===== src/rtl/mig_write_issuer.sv =====
// Drains the clk_ram side of the arbiter CDC FIFOs into the MIG app port: one BL8 write
// burst per command, with independent command and write-data handshakes.
module mig_write_issuer #(
   parameter int ADDR_WIDTH = 29,
   parameter int DATA_WIDTH = 256,
   parameter int TIMEOUT    = 4096
) (
   input  logic                    clk_ram,
   input  logic                    rst_n,
   input  logic                    calib_done,
   output logic                    cmd_fifo_rd_en,
   input  logic [ADDR_WIDTH:0]     cmd_fifo_rd_data,
   input  logic [8:0]              cmd_fifo_rd_size,
   output logic                    data_fifo_rd_en,
   input  logic [DATA_WIDTH-1:0]   data_fifo_rd_data,
   input  logic [9:0]              data_fifo_rd_size,
   output logic [ADDR_WIDTH-1:0]   app_addr,
   output logic [2:0]              app_cmd,
   output logic                    app_en,
   input  logic                    app_rdy,
   output logic [DATA_WIDTH-1:0]   app_wdf_data,
   output logic                    app_wdf_end,
   output logic [DATA_WIDTH/8-1:0] app_wdf_mask,
   output logic                    app_wdf_wren,
   input  logic                    app_wdf_rdy,
   output logic                    busy,
   output logic [31:0]             burst_count,
   output logic [31:0]             stall_count,
   output logic                    timeout_err
);
   typedef enum logic [1:0] {IDLE, FETCH, CAPT, ISSUE} state_t;

   localparam logic [15:0] TO_LAST = 16'(TIMEOUT - 1);

   state_t                  state, state_nxt;
   logic                    carry;
   logic                    cmd_r;
   logic [ADDR_WIDTH-1:0]   addr_r;
   logic [DATA_WIDTH-1:0]   beat0_r, beat1_r;
   logic [15:0]             iss_cnt;
   logic                    start_ok, cmd_fin, data_fin, cmd_acc, data_acc, stall;

   assign app_wdf_mask = '0;
   assign busy         = (state != IDLE);
   assign cmd_acc      = app_en && app_rdy;
   assign data_acc     = app_wdf_wren && app_wdf_rdy;
   assign cmd_fin      = !app_en || app_rdy;
   assign data_fin     = !app_wdf_wren || (app_wdf_end && app_wdf_rdy);
   assign stall        = (app_en && !app_rdy) || (app_wdf_wren && !app_wdf_rdy);

   // A carried beat0 (left over from a read command) means only one more beat is needed.
   assign start_ok = calib_done && (cmd_fifo_rd_size != 9'd0) &&
                     (carry ? (data_fifo_rd_size != 10'd0) : (data_fifo_rd_size >= 10'd2));

   always_comb begin
      state_nxt       = state;
      cmd_fifo_rd_en  = 1'b0;
      data_fifo_rd_en = 1'b0;
      case (state)
         IDLE: begin
            if (start_ok) begin
               cmd_fifo_rd_en  = 1'b1;
               data_fifo_rd_en = !carry;
               state_nxt       = FETCH;
            end
         end
         FETCH: begin
            data_fifo_rd_en = !cmd_fifo_rd_data[ADDR_WIDTH];
            state_nxt       = CAPT;
         end
         CAPT:    state_nxt = ISSUE;
         ISSUE:   if (cmd_fin && data_fin) state_nxt = IDLE;
         default: state_nxt = IDLE;
      endcase
   end

   always_ff @(posedge clk_ram or negedge rst_n) begin
      if (!rst_n) begin
         state        <= IDLE;
         carry        <= 1'b0;
         app_addr     <= '0;
         app_cmd      <= '0;
         app_en       <= 1'b0;
         app_wdf_data <= '0;
         app_wdf_end  <= 1'b0;
         app_wdf_wren <= 1'b0;
         burst_count  <= '0;
         stall_count  <= '0;
         iss_cnt      <= '0;
         timeout_err  <= 1'b0;
      end else begin
         state <= state_nxt;
         case (state)
            FETCH: carry <= cmd_fifo_rd_data[ADDR_WIDTH];
            CAPT: begin
               app_en       <= 1'b1;
               app_addr     <= addr_r;
               app_cmd      <= {2'b00, cmd_r};
               app_wdf_wren <= !cmd_r;
               app_wdf_data <= beat0_r;
               app_wdf_end  <= 1'b0;
               iss_cnt      <= '0;
            end
            ISSUE: begin
               if (cmd_acc) begin
                  app_en      <= 1'b0;
                  burst_count <= burst_count + 32'd1;
               end
               if (data_acc) begin
                  if (app_wdf_end) begin
                     app_wdf_wren <= 1'b0;
                     app_wdf_end  <= 1'b0;
                  end else begin
                     app_wdf_data <= beat1_r;
                     app_wdf_end  <= 1'b1;
                  end
               end
               if (stall) stall_count <= stall_count + 32'd1;
               // iss_cnt holds completed ISSUE cycles; the flag lands as the TIMEOUT-th one ends.
               if (iss_cnt != 16'hFFFF) iss_cnt <= iss_cnt + 16'd1;
               if (iss_cnt == TO_LAST) timeout_err <= 1'b1;
            end
            default: ;
         endcase
      end
   end

   always_ff @(posedge clk_ram) begin
      if (state == FETCH) begin
         cmd_r  <= cmd_fifo_rd_data[ADDR_WIDTH];
         addr_r <= cmd_fifo_rd_data[ADDR_WIDTH-1:0];
         if (!carry) beat0_r <= data_fifo_rd_data;
      end
      if (state == CAPT) beat1_r <= data_fifo_rd_data;
   end
endmodule


===== config.mk =====
export PLATFORM = sky130hd
export DESIGN_NAME = mig_write_issuer
export DESIGN_NICKNAME = d
export VERILOG_FILES = /design/src/rtl/mig_write_issuer.sv
export SDC_FILE = /design/constraint.sdc
export NUM_CORES = 1
export LEC_CHECK = 0
export ABC_CLOCK_PERIOD_IN_PS = 19350
export BUFFER_PORTS_ARGS = -buffer_cell sky130_fd_sc_hd__buf_2
export CORE_MARGIN = 2
export CORE_UTILIZATION = 25
export CTS_CLUSTER_SIZE = 16
export DETAILED_ROUTE_END_ITERATION = 12
export PLACE_DENSITY = 0.4
export RECOVER_POWER = 50
export SYNTH_ARGS = -nofsm -noshare
export SYNTH_HDL_FRONTEND = slang
export SYNTH_SLANG_ARGS = --single-unit

===== constraint.sdc =====
create_clock -name clk_ram -period 19.35 [get_ports clk_ram]
set_clock_uncertainty 0.1 [all_clocks]
set_input_delay 2.9025 -clock clk_ram [delete_from_list [all_inputs] [get_ports clk_ram]]
set_output_delay 2.9025 -clock clk_ram [all_outputs]
set_load 0.02 [all_outputs]

; Word-level counts from Yosys, hierarchy flattened
; Index checks and enable logic that the tools add are counted.
; Widths: inputs -> output; s select.
[totals]
reg_bits = 915
latchBits = 0
ram_bits = 0
mem_bits_ro = 0
inputBits = 310
output_inout_bits = 391
wordCells = 87
n_memories = 0
[classes]
n_addsub = 3
multipliers = 0
div_mod_pow = 0
magnitude_cmp = 1
eq_ne = 12
shifts = 0
muxes = 21
n_bitwise = 1
n_reduce_logical = 33
[ops]
columns = op, count
row1 = $mux 256, 2
row2 = $pmux 256 s2, 1
row3 = $add 32x1->32 const B, 2
row4 = $pmux 16 s2, 1
row5 = $add 16x1->16 const B, 1
row6 = $eq 16x12->1 const B, 1
row7 = $mux 16, 1
row8 = $ne 16x16->1 const B, 1
row9 = $reduce_and 2->1, 8
row10 = $ne 2x2->1 const B, 7
row11 = $ge 10x2->1 const B, 1
row12 = $reduce_bool 10->1, 1
row13 = $mux 1, 9
row14 = $reduce_bool 9->1, 1
row15 = $logic_and 1x1->1, 8
row16 = $pmux 1 s2, 4
row17 = $pmux 2 s4, 1
row18 = $logic_not 1->1, 7
row19 = $reduce_and 3->1, 2
row20 = $eq 2x2->1 const B, 2
row21 = $mux 2, 2
row22 = $reduce_bool 2->1, 2
row23 = $logic_or 1x1->1, 3
row24 = $eq 2x1->1 const B, 1
row25 = other kinds (2), 2

; Longest topological paths before layout
; Gate-level depths: netlist of run 1.
[depth]
word_depth = 5
depth_mapped = 10
ltp_nobuf = 6

; Worst setup path before layout of run 1
; No wires, ideal clock.
[synth_path]
path_type = register to register
startpoint = register state[1]
endpoint = register beat0_r[0] (enable)
setup_ps = 877
t_arrival_ps = 12102
required_ps = 18373
slack_ps = 6271
path_stages_with_launch = 5
n_path_buf = 0
period_less_slack_ps = 13079
cell_sequence = dfrtp_1 -> inv_1 -> ha_1 -> inv_1 -> nor2_1
[synth_via]
elab_chain_cells = 2
[synth_lines]
columns = element, line_no
row1 = "start, declared", 35  ; state_t state, state_nxt;
row2 = "start signal, assigned", 92  ; state <= state_nxt;
row3 = $eq 2x1->1, 129  ; if (state == FETCH) begin
row4 = $reduce_and 2->1 (no source line), -
row5 = "end signal, assigned", 132  ; if (!carry) beat0_r <= data_fifo_rd_data;
row6 = "end, declared", 39  ; logic [DATA_WIDTH-1:0] beat0_r, beat1_r;
; Every way passes these cells.
; A chain may end at the register's enable or synchronous reset.

; Worst setup path in the final report of run 1
[layout_path]
startpoint = register state[0]
endpoint = register iss_cnt[15]
[layout_via]
elab_chain_cells = 3
elab_cells_between_ends = 6
classes_between = eq/ne: 3 / mux: 1 / reduce/logical: 2
[layout_lines]
columns = element, line_no
row1 = $eq 2x2->1, 93  ; case (state)
row2 = $ne 2x2->1 (no source line) or $reduce_bool 2->1 (tied branches), -
row3 = $reduce_and 2->1 (no source line), -
row4 = "end signal, assigned", 120  ; if (iss_cnt != 16'hFFFF) iss_cnt <= iss_cnt + 16'd1;
row5 = "end, declared", 40  ; logic [15:0] iss_cnt;
; Several ways; a longest one is shown, not always the timed one.

==> results.md, run 1 <==
- Clk slew on worst S/H paths: 0.06 ns
- Chip height: 371.6 um
- Worst reg2reg setup slack: 9.06 ns
- Endpoint, Worst Hold: app_addr[20]
- GPL Wtd Cong: 0.7887
- Total gr overflow: 0
- H-tree levels: 3
- Status: finished with violations
- CTS buffer count: 103
- WHS: 0.3510 ns
- Setup bufs post-CTS: 0
- Maximum VDD drop: 0.0001018 V
- Clk_lat worst skew: 0.71 ns
- Required time of the worst setup path: 19.79 ns
- Post-route minimum period: 10.29 ns
- Final worst-path cycle share: 0.5319
- # Max-Cap Violations: 9
- Endpoints failing hold: 0
- Avg Cell Area, Syn: 15.66 um2
- Total number of vias: 19940
- Initial antenna violation count: 37
- Nets@finish: 3170
- Hold Crit Depth: 1
- Count leader, synth: edfxtp_1
- Die X: 371.6 um
- Failing checks: max-capacitance violations, max-slew violations
- Arrival @ worst endpoint: 10.74 ns
- Pwr Density: 172.4 nW/um2
- Register area share after synthesis: 0.7579
- Worst setup SP type: flop
- Syn. warnings: 0
- Core area: 133800 um2
- Clk buf depth: 3
- DIE AREA: 138100 um2
- Min-Delay Startpoint: addr_r[20]
- Clock sink total: 915
- Crit end category: flop
- TritonCTS clock tree: yes
- Top-area cell type share of the netlist area: 0.4817
- Initial drt markers: 970
- Largest cells by area after synthesis: edfxtp_1 48%, dfrtp_1 28%, mux2i_1 7.7%, nand2_1 3.2%, o21ai_0 2.9%
- Crit Reg-Reg Endpoint: iss_cnt[15]
- RSZ-0062 raised after global routing: no
- Vias in the first global route: 20720
- Slew HR: -4.106
- Post-synth top cells: 542 x edfxtp_1, 373 x dfrtp_1, 292 x nand2_1
- Post-synth EDFFs: 542
- Row count: 134
- Drt drc: 0
- Port bufs: 666
- Reg2reg path depth: 6
- Root buffer cell: clkbuf_16
- Final setup TNS: 0 ns
- FF+latch area: 25610 um2
- Pleak: 16.76 nW
- FFs w/ async S/R, synth: 0.4077
- Top cell type by total area after synthesis: edfxtp_1
- Share of cells above drive strength 1: 0.2510
- Final setup fails: 0
- Starting Density: 0.2526
- Post-Synthesis Cells: 2158
- Synth unique cells: 59
- Register bit total from synthesis: 915
- Least-Margin Pin Slew: 7.658 ns
- Global-route wire length before repair: 133500 um
- Hold/Removal Path Class: reg2reg
- Drt total wl: 90880 um
- Post-DR vias/cell: 4.223
- Syn Std Cell Area: 33790 um2
- Per-cell routed wire length: 19.25 um
- Final slew viol count: 572
- Largest net degree at the start of global routing: 144
- Syn-to-layout area delta: 24.57%
- Top_reg_cell synth: edfxtp_1
- Start of the worst register-to-register path: state[0]
- Worst-path fanout max: 115
- Max Fclk: 97.16 MHz
- # IOs: 701
- CTS Hold Bufs: 0
- # fillers: 13470
- CP Class: reg2reg
- DRT Pass-1 Iters: 5
- Post-DP Area: 38840 um2
- PostCTS Resize Cnt: 0
- Area of the multi-input gates: 7386 um2
- Final Cell Area: 42090 um2
- Remaining antenna violation count after routing: 0
- DPL Wire Length: 60350 um
- GRT Total Usage: 0.1281
==> sequential cells by signal (all words and copies together), names as in the netlist <==
register,cells
app_wdf_data,256
beat0_r,256
beat1_r,256
burst_count,32
stall_count,32
addr_r,29
app_addr,29
iss_cnt,16
state,2
app_cmd,1
app_en,1
app_wdf_end,1
app_wdf_wren,1
carry,1
cmd_r,1
timeout_err,1
==> worst max path at each step <==
stage,from,endpoint,slack (ns),depth (start not counted)
global placement,cmd_fifo_rd_size[4],data_fifo_rd_en,12.45,6
finish,state[0],iss_cnt[15],9.06,6
detailed placement,cmd_fifo_rd_size[4],data_fifo_rd_en,12.44,6
CTS,cmd_fifo_rd_size[4],data_fifo_rd_en,12.44,6
floorplan,state[1],beat0_r[0],6.27,4
global route,state[0],iss_cnt[15],7.80,6
==> power by group <==
group          internal [mW]  switching [mW]
Combinational          0.651            1.50
Clock                   1.17           0.824
Sequential              2.87           0.248
Total                   4.69            2.57
==> critical path, cell delays in order (launching register included) <==
cell and delay [ns]:
dfrtp_1 0.42, inv_1 0.12, ha_1 2.34, clkbuf_1 5.10
nand2b_1 1.39, o311ai_0 0.46, o41ai_1 0.13
==> cell usage in the layout (no fill, tap or decap), types with 8 or more instances in the layout <==
master,n
buf_4,14
mux2i_1,260
o21ai_1,67
clkbuf_1,178
dfrtp_1,373
o21ai_0,197
clkbuf_16,104
conb_1,34
xor2_1,8
xnor2_1,56
nor2_1,11
and4_1,14
nand4_1,35
buf_2,514
nand3_1,35
mux2_2,31
edfxtp_1,542
bufinv_16,8
inv_1,10
nand2_1,292
clkinv_2,22
and3_1,14
diode_2,10
clkbuf_8,17
==> metal layers <==
layer  part of all wire  global-route usage  wire length [um]
met1               0.38              0.1431             34830
met2               0.50              0.2205             45470
met4              0.026             0.04087              2380
met5             0.0035                   0               319
met3              0.087             0.05328              7881
==> final cells by class <==
cell class              count  share of cell area
inverters                  10           0.0008917
clock buffers             142             0.06926
diodes                     10           0.0005945
well taps                1768             0.05255
repair buffers            688             0.07865
multi-input cells        1135              0.1755
clock inverters            54             0.01418
flip-flops and latches    915              0.6084
==> per-stage QoR <==
step,instances,worst slack (ns),total power [mW],utilization
finish,4722,9.058,7.258,0.3146
global route,4718,7.796,7.719,0.3145
CTS,4712,12.44,7.380,0.3166
detailed placement,4516,12.44,5.341,0.2903
global placement,4516,12.45,5.286,0.2903
floorplan,2191,6.271,4.624,-
==> cell families after synthesis <==
group,count (synthesis),synth area share
AOI/OAI and AO/OA,302,0.04836
xor gates and xnor gates,64,0.01659
adders and majority gates,7,0.002592
buffers and inverters,141,0.02707
DFF,915,0.7579
muxes,291,0.08735
other,1,0.0001110
and+or+nand+nor,437,0.06006
(Power assumes the default switching activity.)
==> run 2, diff against run 1 <==
ABC_CLOCK_PERIOD_IN_PS = 9850   (was 19350)
clock period = 9.85 ns   (was 19.35 ns; I/O delays follow)
==> results.md, run 2 (synthesis gave the netlist of run 1 again) <==
- Status: finished with violations (unchanged)
- Failing checks: max-capacitance violations, max-slew violations (unchanged)
- RSZ-0062 raised after global routing: no (unchanged)
- Clk_lat worst skew: 0.70 ns (was 0.71 ns)
- Reg2reg path depth: 6 (unchanged)
- CTS buffer count: 106 (was 103)
- H-tree levels: 3 (unchanged)
- Required time of the worst setup path: 10.26 ns (was 19.79 ns)
- Placed insts: 4515 (was 4516)
- Crit Reg-Reg Endpoint: app_wdf_data[154] (was iss_cnt[15])
- Min-Delay Startpoint: addr_r[11] (was addr_r[20])
- Setup bufs post-CTS: 0 (unchanged)
- Start of the worst register-to-register path: state[1] (was state[0])
- Worst setup SP type: flop (unchanged)
- DIE AREA: 138100 um2 (unchanged)
- Maximum VDD drop: 0.0001691 V (was 0.0001018 V)
- Hold/Removal Path Class: reg2reg (unchanged)
- FF+latch area: 25610 um2 (unchanged)
- Most frequent cells in the layout: 542 x edfxtp_1, 513 x buf_2, 373 x dfrtp_1, 292 x nand2_1, 260 x mux2i_1 (was 542 x edfxtp_1, 514 x buf_2, 373 x dfrtp_1, 292 x nand2_1, 260 x mux2i_1)
- Fin cells: 4726 (was 4722)
- Top flop regs: app_wdf_data (256), beat0_r (256), beat1_r (256) (unchanged)
- Final setup TNS: 0 ns (unchanged)
- Hold Crit Depth: 1 (unchanged)
- Post-route minimum period: 6.503 ns (was 10.29 ns)
- Final slew viol count: 404 (was 572)
- Initial drt markers: 919 (was 970)
- PostCTS Resize Cnt: 0 (unchanged)
- CTS Hold Bufs: 0 (unchanged)
- Chip height: 371.6 um (unchanged)
- Worst reg2reg setup slack: 3.35 ns (was 9.06 ns)
- # Max-Cap Violations: 7 (was 9)
- Arrival @ worst endpoint: 6.91 ns (was 10.74 ns)
- Per-cell routed wire length: 19.03 um (was 19.25 um)
- DRT Pass-1 Iters: 4 (was 5)
- TritonCTS clock tree: yes (unchanged)
- Endpoint, Worst Hold: app_addr[11] (was app_addr[20])
- Clk slew on worst S/H paths: 0.06 ns (about the same)
- # fillers: 13480 (was 13470)
- Pwr Density: 337.9 nW/um2 (was 172.4 nW/um2)
- Remaining antenna violation count after routing: 0 (unchanged)
- GRT Total Usage: 0.1269 (was 0.1281)
- Vias in the first global route: 20330 (was 20720)
- Total gr overflow: 0 (unchanged)
- Drt drc: 0 (unchanged)
- # IOs: 701 (unchanged)
- Endpoints failing hold: 0 (unchanged)
- Max Fclk: 153.8 MHz (was 97.16 MHz)
- Final setup fails: 0 (unchanged)
- Global-route wire length before repair: 132000 um (was 133500 um)
- Post-DR vias/cell: 4.174 (was 4.223)
- Slew HR: -1.878 (was -4.106)
- Total number of vias: 19720 (was 19940)
- Root buffer cell: clkbuf_16 (unchanged)
- Crit end category: flop (unchanged)
- Nets@finish: 3172 (was 3170)
- Syn-to-layout area delta: 24.85% (was 24.57%)
- GPL Wtd Cong: 0.7671 (was 0.7887)
- Least-Margin Pin Slew: 4.317 ns (was 7.658 ns)
- Post-DP Area: 38850 um2 (was 38840 um2)
- Drt total wl: 89920 um (was 90880 um)
- Final worst-path cycle share: 0.6602 (was 0.5319)
- Row count: 134 (unchanged)
- CP Class: reg2reg (unchanged)
- Starting Density: 0.2526 (unchanged)
- Commonest non-fill, non-tap cell in the layout: edfxtp_1 (unchanged)
- Clock sink total: 915 (unchanged)
- Pleak: 16.84 nW (was 16.76 nW)
- Area of the multi-input gates: 7375 um2 (was 7386 um2)
- Largest net degree at the start of global routing: 211 (was 144)
- Final Cell Area: 42190 um2 (was 42090 um2)
- Share of cells above drive strength 1: 0.2514 (was 0.2510)
- Core area: 133800 um2 (unchanged)
- Port bufs: 666 (unchanged)
- DPL Wire Length: 59310 um (was 60350 um)
- Clk buf depth: 3 (unchanged)
- Die X: 371.6 um (unchanged)
- Worst-path fanout max: 210 (was 115)
- Initial antenna violation count: 39 (was 37)
-- run 2: worst max-delay path by stage --
stage               cells past startpoint     start                 to  slack (ns)
floorplan                               4  state[1]         beat0_r[0]        1.11
global placement                        7  state[1]         beat0_r[7]        5.52
detailed placement                      7  state[1]         beat0_r[9]        5.46
CTS                                     7  state[1]       beat0_r[164]        5.39
global route                            6  state[1]   app_wdf_data[90]        2.65
finish                                  6  state[1]  app_wdf_data[154]        3.35
-- run 2: metrics by stage --
step             util  worst slack (ns)  hold WS, ns  power (mW)
2_1_floorplan       -             1.109       0.3429       9.021
3_3_place_gp   0.2903             5.525       0.3560       10.38
3_5_place_dp   0.2903             5.464       0.3619       10.49
4_1_cts        0.3171             5.393       0.3380       14.55
5_1_grt        0.3153             2.653       0.3489       15.16
6_report       0.3153             3.347       0.3461       14.25
-- run 2: report_power, final --
| part | internal, mW | leakage [nW] | switching, mW | total, mW |
|---|---|---|---|---|
| Sequential | 5.57 | 9.72 | 0.492 | 6.06 |
| Clock | 2.39 | 1.77 | 1.59 | 3.98 |
| Combinational | 1.29 | 5.36 | 2.93 | 4.22 |
| Total | 9.25 | 16.8 | 5.01 | 14.3 |
-- run 2: worst max-delay path, cell delays in order (launching register included) --
cell	delay (ns)
dfrtp_1	0.39
ha_1	1.98
nor2b_1	0.41
a21oi_1	1.57
buf_4	0.69
buf_12	0.50
o21ai_0	0.24
-- run 2: layout make-up --
type / count / share of cell area
timing repair buffer: 687 / 0.07934
inverter: 10 / 0.0008898
clock inverter: 50 / 0.01272
tap: 1768 / 0.05244
clock buffer: 151 / 0.07216
multi-input combinational: 1135 / 0.1748
sequential: 915 / 0.6071
antenna: 10 / 0.0005932
-- run 2: layer usage --
layer,global-route usage,vias to the layer above,share of wire
met1,0.1431,9689,0.39
met2,0.2139,548,0.50
li1,-,9252,-
met3,0.05460,189,0.088
met4,0.04373,46,0.027
met5,0,-,0.0032
==> run 3, diff against run 2 <==
ABC_CLOCK_PERIOD_IN_PS = 6600   (was 9850)
clock period = 6.6 ns   (was 9.85 ns; I/O delays follow)
==> results.md, run 3 (synthesis gave the netlist of run 1 again) <==
- GPL Wtd Cong: 0.7645 (was 0.7671)
- Global-route wire length before repair: 133000 um (was 132000 um)
- Critical path, cell by cell: inv_1 -> ha_1 -> clkbuf_1 -> inv_1 -> nor2_1 -> clkbuf_1 -> buf_4 (was ha_1 -> nor2b_1 -> a21oi_1 -> buf_4 -> buf_12 -> o21ai_0)
- Top flop regs: app_wdf_data (256), beat0_r (256), beat1_r (256) (unchanged)
- Total stage count of the critical path: 7 (was 6)
- WP buf/inv: 5 (was 2)
- Least-Margin Pin Slew: 3.375 ns (was 4.317 ns)
- Initial drt markers: 983 (was 919)
- Max Fclk: 221.1 MHz (was 153.8 MHz)
- Final setup TNS: 0 ns (unchanged)
- CP peak stage delay: 1.36 ns (was 1.98 ns)
- DPL Wire Length: 59370 um (was 59310 um)
- Per-cell routed wire length: 19.11 um (was 19.03 um)
- Reg2reg path depth: 7 (was 6)
- CTS Hold Bufs: 0 (unchanged)
- Slew HR: -1.250 (was -1.878)
- DRT Pass-1 Iters: 5 (was 4)
- CP top delay family: buffers and inverters (was adder cells)
- Vias in the first global route: 20840 (was 20330)
- # fillers: 13530 (was 13480)
- Fin cells: 4722 (was 4726)
- Die X: 371.6 um (unchanged)
- Final slew viol count: 249 (was 404)
- Clk buf depth: 3 (unchanged)
- # IOs: 701 (unchanged)
- Required time of the worst setup path: 6.81 ns (was 10.26 ns)
- CTS buffer count: 105 (was 106)
- Share of cells above drive strength 1: 0.2278 (was 0.2514)
- Setup bufs post-CTS: 0 (unchanged)
- PostCTS Resize Cnt: 0 (unchanged)
- Nets@finish: 3170 (was 3172)
- Clock sink total: 915 (unchanged)
- Remaining antenna violation count after routing: 0 (unchanged)
- Clk_lat worst skew: 0.70 ns (about the same)
- Worst setup margin: 2.078 ns (was 3.347 ns)
- Crit end category: flop (unchanged)
- Most frequent cells in the layout: 542 x edfxtp_1, 452 x buf_2, 373 x dfrtp_1, 292 x nand2_1, 260 x mux2i_1 (was 542 x edfxtp_1, 513 x buf_2, 373 x dfrtp_1, 292 x nand2_1, 260 x mux2i_1)
- Endpoints failing hold: 0 (unchanged)
- Worst reg2reg setup slack: 2.08 ns (was 3.35 ns)
- Initial antenna violation count: 29 (was 39)
- Maximum VDD drop: 0.0003140 V (was 0.0001691 V)
- Total number of vias: 19720 (about the same)
- Row count: 134 (unchanged)
- Core area: 133800 um2 (unchanged)
- Crit-path slowest cell: clkbuf_1 (was ha_1)
- Commonest non-fill, non-tap cell in the layout: edfxtp_1 (unchanged)
- Port bufs: 666 (unchanged)
- Syn-to-layout area delta: 24.42% (was 24.85%)
- Largest net degree at the start of global routing: 216 (was 211)
- Util after Layout: 0.3142 (was 0.3153)
- # Max-Cap Violations: 5 (was 7)
- Hold/Removal Path Class: in2async (was reg2reg)
- Final setup fails: 0 (unchanged)
- Post-DR vias/cell: 4.176 (was 4.174)
- Pleak: 16.60 nW (was 16.84 nW)
- Total gr overflow: 0 (unchanged)
- Area of the multi-input gates: 7376 um2 (was 7375 um2)
- GRT Total Usage: 0.1277 (was 0.1269)
- TritonCTS clock tree: yes (unchanged)
- Pwr Density: 500.9 nW/um2 (was 337.9 nW/um2)
- Drt total wl: 90220 um (was 89920 um)
- Failing checks: max-capacitance violations, max-slew violations (unchanged)
- Arrival @ worst endpoint: 4.74 ns (was 6.91 ns)
- Place WS: 3.121 ns (was 5.464 ns)
- H-tree levels: 3 (unchanged)
- Post-route minimum period: 4.522 ns (was 6.503 ns)
- CP Class: reg2reg (unchanged)
- DIE AREA: 138100 um2 (unchanged)
- Starting Density: 0.2526 (unchanged)
- Placed insts: 4514 (was 4515)
- Drt drc: 0 (unchanged)
- Worst-path fanout max: 54 (was 210)
- Chip height: 371.6 um (unchanged)
- Status: finished with violations (unchanged)
- Root buffer cell: clkbuf_16 (unchanged)
- FF+latch area: 25610 um2 (unchanged)
- Clk slew on worst S/H paths: 0.05 ns (was 0.06 ns)
- Worst setup SP type: flop (unchanged)
- RSZ-0062 raised after global routing: no (unchanged)
- Final worst-path cycle share: 0.6852 (was 0.6602)
## run 3: cell types whose count changed in the layout (fill, tap and decap cells not counted), sizes merged
cell / delta
clkinv: +1
bufinv: -3
clkbuf: +62
buf: -62
inv: -1
diode: -1
## run 3: worst paths after layout
check | start | end
worst max-delay path | state[1] | beat0_r[163]
worst min register to register | addr_r[21] | app_addr[21]
worst max register to register | state[1] | beat0_r[163]
min in group clk_ram | addr_r[21] | app_addr[21]
max in group asynchronous | rst_n | app_wdf_data[106]
worst min-delay path | rst_n | stall_count[18]
## run 3: power by group
part	switching (mW)	internal [mW]
Combinational	4.38	1.91
Sequential	0.745	8.26
Clock	2.37	3.40
Total	7.50	13.6
## run 3: stage by stage
| step | hold slack [ns] | power (mW) | instance area, um2 |
|---|---|---|---|
| after global routing | 0.2052 | 22.38 | 42030 |
| final | 0.1934 | 21.06 | 42040 |
| after floorplan | 0.3429 | 13.32 | 33930 |
| after CTS | 0.1709 | 21.60 | 42360 |
| after global placement | 0.3558 | 15.52 | 38890 |
| after detailed placement | 0.3607 | 15.69 | 38890 |
## run 3: area by class of cell
type                       instances  area share
antenna                            9   0.0005357
multi-input combinational       1135      0.1754
sequential                       915      0.6091
inverter                          10   0.0008928
tap                             1768     0.05261
clock inverter                    47     0.01137
clock buffer                     152     0.07124
timing repair buffer             686     0.07880
## run 3: layer usage
layer,part of all wire,GRT usage
met1,0.39,0.1464
met2,0.50,0.2164
met3,0.080,0.05168
met4,0.025,0.04094
met5,0.0023,0
